**config.mk**
```make
export PLATFORM = sky130hd
export DESIGN_NAME = w_feeder_flat
export DESIGN_NICKNAME = d
export VERILOG_FILES = /design/src/rtl/npu_pkg.sv /design/src/rtl/w_feeder_if.sv /design/src/rtl/w_feeder.sv /design/src/flat_wrapper.sv
export SDC_FILE = /design/constraint.sdc
export NUM_CORES = 1
export LEC_CHECK = 0
export CAP_MARGIN = 20
export CORE_AREA = 2 2 60 118
export DETAILED_ROUTE_END_ITERATION = 10
export DIE_AREA = 0 0 62 120
export PLACE_DENSITY = 0.77
export REMOVE_ABC_BUFFERS = 1
export SLEW_MARGIN = 0
export SYNTH_ARGS = -nofsm -noshare
export SYNTH_HDL_FRONTEND = slang
export SYNTH_SLANG_ARGS = --single-unit
```
**constraint.sdc**
```tcl
create_clock -name clk -period 3 [get_ports clk]
set_input_delay 0.6 -clock clk [delete_from_list [all_inputs] [get_ports clk]]
set_output_delay 0.6 -clock clk [all_outputs]
set_load 0.05 [all_outputs]
```
**src/rtl/npu_pkg.sv**
```systemverilog
// Shared NPU definitions: weight-feeder state encoding, byte type and the
// default kernel geometry common to the feeder and the weight register.
package npu_pkg;

  localparam int unsigned K_H_DEF = 3;
  localparam int unsigned K_W_DEF = 3;

  typedef logic [7:0] byte_t;

  typedef enum logic [2:0] {
    IDLE,
    CLEAR,
    FETCH,
    LAST,
    RUN,
    DONE
  } w_feeder_state_t;

endpackage

```
**src/rtl/w_feeder_if.sv**
```systemverilog
// Weight-feeder bus: weight-SRAM read port plus the weight-register
// clear/load/shift/data port. The feeder is the master on both.
interface w_feeder_if
  import npu_pkg::*;
#(
  parameter int unsigned K_H    = K_H_DEF,
  parameter int unsigned ADDR_W = 10
);

  logic              mem_re;
  logic [ADDR_W-1:0] mem_addr;
  logic [8*K_H-1:0]  mem_rdata;
  logic              w_clear;
  logic              w_load_en;
  logic              w_shift;
  byte_t             w_data [K_H];

  modport master (
    output mem_re, mem_addr, w_clear, w_load_en, w_shift, w_data,
    input  mem_rdata
  );

  modport slave (
    input  mem_re, mem_addr, w_clear, w_load_en, w_shift, w_data,
    output mem_rdata
  );

endinterface

```
**src/rtl/w_feeder.sv**
```systemverilog
// Weight feeder: clears a PE weight register, loads K_W kernel columns from
// weight SRAM, then issues rotate pulses on demand until n_shift are done.
module w_feeder
  import npu_pkg::*;
#(
  parameter int unsigned K_H    = K_H_DEF,
  parameter int unsigned K_W    = K_W_DEF,
  parameter int unsigned ADDR_W = 10,
  parameter int unsigned CNT_W  = 16
) (
  input  logic              clk,
  input  logic              rst,
  input  logic              start,
  input  logic [ADDR_W-1:0] base_addr,
  input  logic [CNT_W-1:0]  n_shift,
  input  logic              adv,
  output logic              busy,
  output logic              w_ready,
  output logic              done,
  w_feeder_if.master        wif
);

  localparam int unsigned FI_W = (K_W > 1) ? $clog2(K_W) : 1;

  w_feeder_state_t   state, state_nx;
  logic [ADDR_W-1:0] base_q;
  logic [CNT_W-1:0]  n_q;
  logic [CNT_W-1:0]  cnt;
  logic [FI_W-1:0]   fidx;
  logic              load_q;
  logic [ADDR_W-1:0] addr_off;
  logic              mem_re_i;
  logic              w_shift_i;
  logic              last_fetch;

  assign last_fetch = (fidx == FI_W'(K_W - 1));

  // Columns 1..K_W-1 first, column 0 last, so column 0 lands at the register head.
  always_comb begin
    addr_off = '0;
    if (!last_fetch) addr_off = ADDR_W'(fidx) + ADDR_W'(1);
  end

  always_ff @(posedge clk or posedge rst) begin
    if (rst) begin
      state  <= IDLE;
      base_q <= '0;
      n_q    <= '0;
      cnt    <= '0;
      fidx   <= '0;
      load_q <= 1'b0;
    end else begin
      state  <= state_nx;
      load_q <= mem_re_i;
      if (state == IDLE && start) begin
        base_q <= base_addr;
        n_q    <= n_shift;
      end
      if (state == CLEAR) begin
        fidx <= '0;
        cnt  <= '0;
      end
      if (state == FETCH) fidx <= fidx + FI_W'(1);
      if (w_shift_i) cnt <= cnt + CNT_W'(1);
    end
  end

  always_comb begin
    state_nx      = state;
    busy          = (state != IDLE);
    w_ready       = (state == RUN);
    done          = (state == DONE);
    mem_re_i      = (state == FETCH);
    w_shift_i     = (state == RUN) && adv;
    wif.w_clear   = (state == CLEAR);
    wif.w_load_en = load_q;
    wif.mem_addr  = '0;
    if (mem_re_i) wif.mem_addr = base_q + addr_off;
    unique case (state)
      IDLE:    if (start) state_nx = CLEAR;
      CLEAR:   state_nx = FETCH;
      FETCH:   if (last_fetch) state_nx = LAST;
      LAST:    state_nx = (n_q == '0) ? DONE : RUN;
      RUN:     if (adv && (cnt == n_q - CNT_W'(1))) state_nx = DONE;
      DONE:    state_nx = IDLE;
      default: state_nx = IDLE;
    endcase
  end

  assign wif.mem_re  = mem_re_i;
  assign wif.w_shift = w_shift_i;

  always_comb begin
    for (int unsigned i = 0; i < K_H; i++) begin
      wif.w_data[i] = wif.mem_rdata[8*i +: 8];
    end
  end

endmodule

```
**src/flat_wrapper.sv**
```systemverilog
// flat-port wrapper written by rule: the top's interface ports become plain ports
module w_feeder_flat import npu_pkg::*;
#(
  parameter int unsigned K_H    = K_H_DEF,
  parameter int unsigned K_W    = K_W_DEF,
  parameter int unsigned ADDR_W = 10,
  parameter int unsigned CNT_W  = 16
)
  (clk, rst, start, base_addr, n_shift, adv, busy, w_ready, done, wif_mem_re, wif_mem_addr, wif_w_clear, wif_w_load_en, wif_w_shift, wif_w_data, wif_mem_rdata);
  w_feeder_if #(.K_H(K_H), .ADDR_W(ADDR_W)) wif_i ();
  input  logic clk;
  input  logic rst;
  input  logic start;
  input  logic [ADDR_W-1:0] base_addr;
  input  logic [CNT_W-1:0] n_shift;
  input  logic adv;
  output logic busy;
  output logic w_ready;
  output logic done;
  output wire logic [$bits(wif_i.mem_re)-1:0] wif_mem_re;
  output wire logic [$bits(wif_i.mem_addr)-1:0] wif_mem_addr;
  output wire logic [$bits(wif_i.w_clear)-1:0] wif_w_clear;
  output wire logic [$bits(wif_i.w_load_en)-1:0] wif_w_load_en;
  output wire logic [$bits(wif_i.w_shift)-1:0] wif_w_shift;
  output wire logic [$bits(wif_i.w_data)-1:0] wif_w_data;
  input wire logic [$bits(wif_i.mem_rdata)-1:0] wif_mem_rdata;
  assign wif_mem_re = wif_i.mem_re;
  assign wif_mem_addr = wif_i.mem_addr;
  assign wif_w_clear = wif_i.w_clear;
  assign wif_w_load_en = wif_i.w_load_en;
  assign wif_w_shift = wif_i.w_shift;
  assign wif_w_data = {>>{wif_i.w_data}};
  assign wif_i.mem_rdata = wif_mem_rdata;
  w_feeder #(.K_H(K_H), .K_W(K_W), .ADDR_W(ADDR_W), .CNT_W(CNT_W)) u_core (.clk(clk), .rst(rst), .start(start), .base_addr(base_addr), .n_shift(n_shift), .adv(adv), .busy(busy), .w_ready(w_ready), .done(done), .wif(wif_i));
endmodule
```
==> metrics.yaml <==
grt:
  grt_pass1_wl_mm: 11.6
  grt_usage: 0.211
  overflow: 0
  grt_max_degree: 23
  grt_pass1_vias: 2537
  antenna_found_initial: 0
clock_network:
  hold_buffers: 0
  clk_latency_ps: 290
  cts_buffers: 5
  cts_tree: "done"
  cts.sinks: 48
  clockRootBuffer: "clkbuf_16"
  path_clk_slew_ps: 60
  clockBufferDepth: 2
  cts_setup_buffers: 0
  htree_levels: 2
synth:
  yosys_register_bits: 48
  yosysWarnings: 0
  netlist_instances: 317
  ys.flop_type: "dfrtp_1"
  netlist_area_sq_um: 2990
  yosysSeqAreaShare: 0.402
  async_reset_ff_frac: 1.00
  synth_edf_count: 0
  synth.avg_cell_area_sq_um: 9.44
  yosysUniqueCellTypes: 45
drt:
  ant_nets: 0
  wl_mm: 7.45
  num_vias: 2469
  drt_iter0_markers: 107
  drt_first_pass_iters: 4
  vias_per_cell: 5.74
  wl_per_cell_um: 17.3
  drc_errors: 0
worst_setup_path:
  cp_max_fo: 5
  end_kind: "output port"
  crit_type: "reg -> out"
  arrival_ps: 2300
  cp-start-kind: "flop"
  rrSetupSlack_ps: 500
  crit_required_ps: 2400
power:
  ir_drop_mv: 0.292
  power_density_nw_per_um2: 982
  totalPowerFinal_mw: 3.56
  p_leak_nw: 1.52
floorplan:
  ios: 95
  fp.dieH_um: 120
  core_sq_um: 6570
  start_util: 0.455
  die_w_um: 62
  rows: 42
  dieArea_sq_um: 7440
layout:
  final_cell_mix: "dfrtp_1, clkdlybuf4s50_1, o21ai_0"
  drive_gt1_frac: 0.187
  final-instance-count-excl-fill: 430
  diodes: 0
  final_common_cell: "dfrtp_1"
  final_cell_area_sq_um: 3630
  nets: 407
  finish.utilization: 0.553
  syn_to_final_growth_pct: 21.3
sta:
  slew-limit-headroom: 0.640
  fin_crit_ps: 2900
  finalHoldViolCount: 0
  tightest_slew_ps: 535
  finalMaxSlewViolations: 0
  fin_ws_ps: 96.1
  finalSetupViolCount: 0
  worst_clock_skew_ps: 6.16
  period_share: 0.968
  fmax_mhz: 344
  rsz0062_at_grt: "false"
placed_design:
  dpl-instance-area_sq_um: 3450
  dpl_worst_slack_ps: 239
  port_buffers: 46
  dpl.cell_count: 423
  dp_hpwl_mm: 5.79
  place.gp.congestion: 0.822
outcome:
  outcome: "complete, no violations"
worst_hold_path:
  hold_class: "reg -> reg"
run:
  max_cap_viol_count: 0
==> worst max-delay path: stages, from the launching register on <==
cell and delay, ps:
dfrtp_1 410, inv_2 90, ha_1 150, ha_2 180
fa_2 210, a21o_1 140, nand2_2 100, or3_4 380
a21oi_2 190, buf_12 160
==> flip-flops by register name, indices dropped and copies added, names as in the netlist <==
register              cells
u_core.cnt               16
u_core.n_q               16
u_core.base_q            10
u_core.state              3
u_core.fidx               2
u_core.wif.w_load_en      1
==> synth_stat cells, types with 3 or more instances <==
master | n | area share
nor3_1 | 7 | 0.012
xor2_1 | 14 | 0.041
o21ai_0 | 27 | 0.045
nand3_1 | 17 | 0.028
nor2_1 | 23 | 0.029
buf_4 | 24 | 0.060
a21oi_1 | 5 | 0.0084
inv_1 | 13 | 0.016
dfrtp_1 | 48 | 0.40
xnor2_1 | 12 | 0.035
nand2_1 | 26 | 0.033
a31oi_1 | 6 | 0.013
mux2_2 | 23 | 0.087
nand4b_1 | 3 | 0.0088
nor4_1 | 5 | 0.010
clkbuf_1 | 6 | 0.0075
nand4_1 | 10 | 0.021
or3_1 | 3 | 0.0063
ha_1 | 10 | 0.042
==> what timing repair did <==
action | in CTS | in global routing
gates resized for setup | 2 | 12
endpoints found under the setup margin | 4 | 8
hold endpoints to repair | 0 | 0
pin swaps | 1 | 2
==> metal layers <==
metal	vias up	track usage	routed length (um)
li1	1144	-	-
met1	1219	0.197	2610
met2	85	0.379	4140
met3	21	0.0657	407
met4	0	0.105	286
met5	-	0.00840	0
==> area by class of cell <==
type,instances,area (sq um)
repair buffers,50,563
fillers,557,2940
flip-flops and latches,48,1200
multi-input cells,224,1570
well taps,88,110
clock buffers,6,129
inverters,13,48.8
clock inverters,1,5.00
==> kinds of logic (layout without fill, tap and decap cells) <==
family / Yosys count / after routing / synth area share
AOI/OAI and AO/OA: 49 / 49 / 0.0974
xor gates and xnor gates: 26 / 26 / 0.0761
adders and majority gates: 11 / 11 / 0.0485
buffers and inverters: 45 / 70 / 0.0866
DFF: 48 / 48 / 0.402
muxes: 24 / 24 / 0.0899
and+or+nand+nor: 114 / 114 / 0.200
==> power by group <==
group,internal [mW],switching (mW)
registers,0.874,0.324
logic,0.829,1.00
clock network,0.303,0.230
==> per-stage QoR <==
stage,TNS [ps],hold slack (ps)
6_report,0,523
5_1_grt,0,535
3_3_place_gp,0,502
3_5_place_dp,0,514
4_1_cts,-70.9,526
2_1_floorplan,-2360,478
==> final timing paths <==
path	start	endpoint	cells past startpoint
max in group asynchronous	rst	u_core.n_q[5]	3
worst min register to register	u_core.base_q[2]	u_core.base_q[2]	1
min in group asynchronous	rst	u_core.base_q[7]	2
worst max register to register	u_core.n_q[2]	u_core.state[0]	6
worst max-delay path	u_core.fidx[0]	wif_mem_addr[6]	9
worst min-delay path	u_core.base_q[2]	u_core.base_q[2]	1
Power figures use the tool's default switching activity.
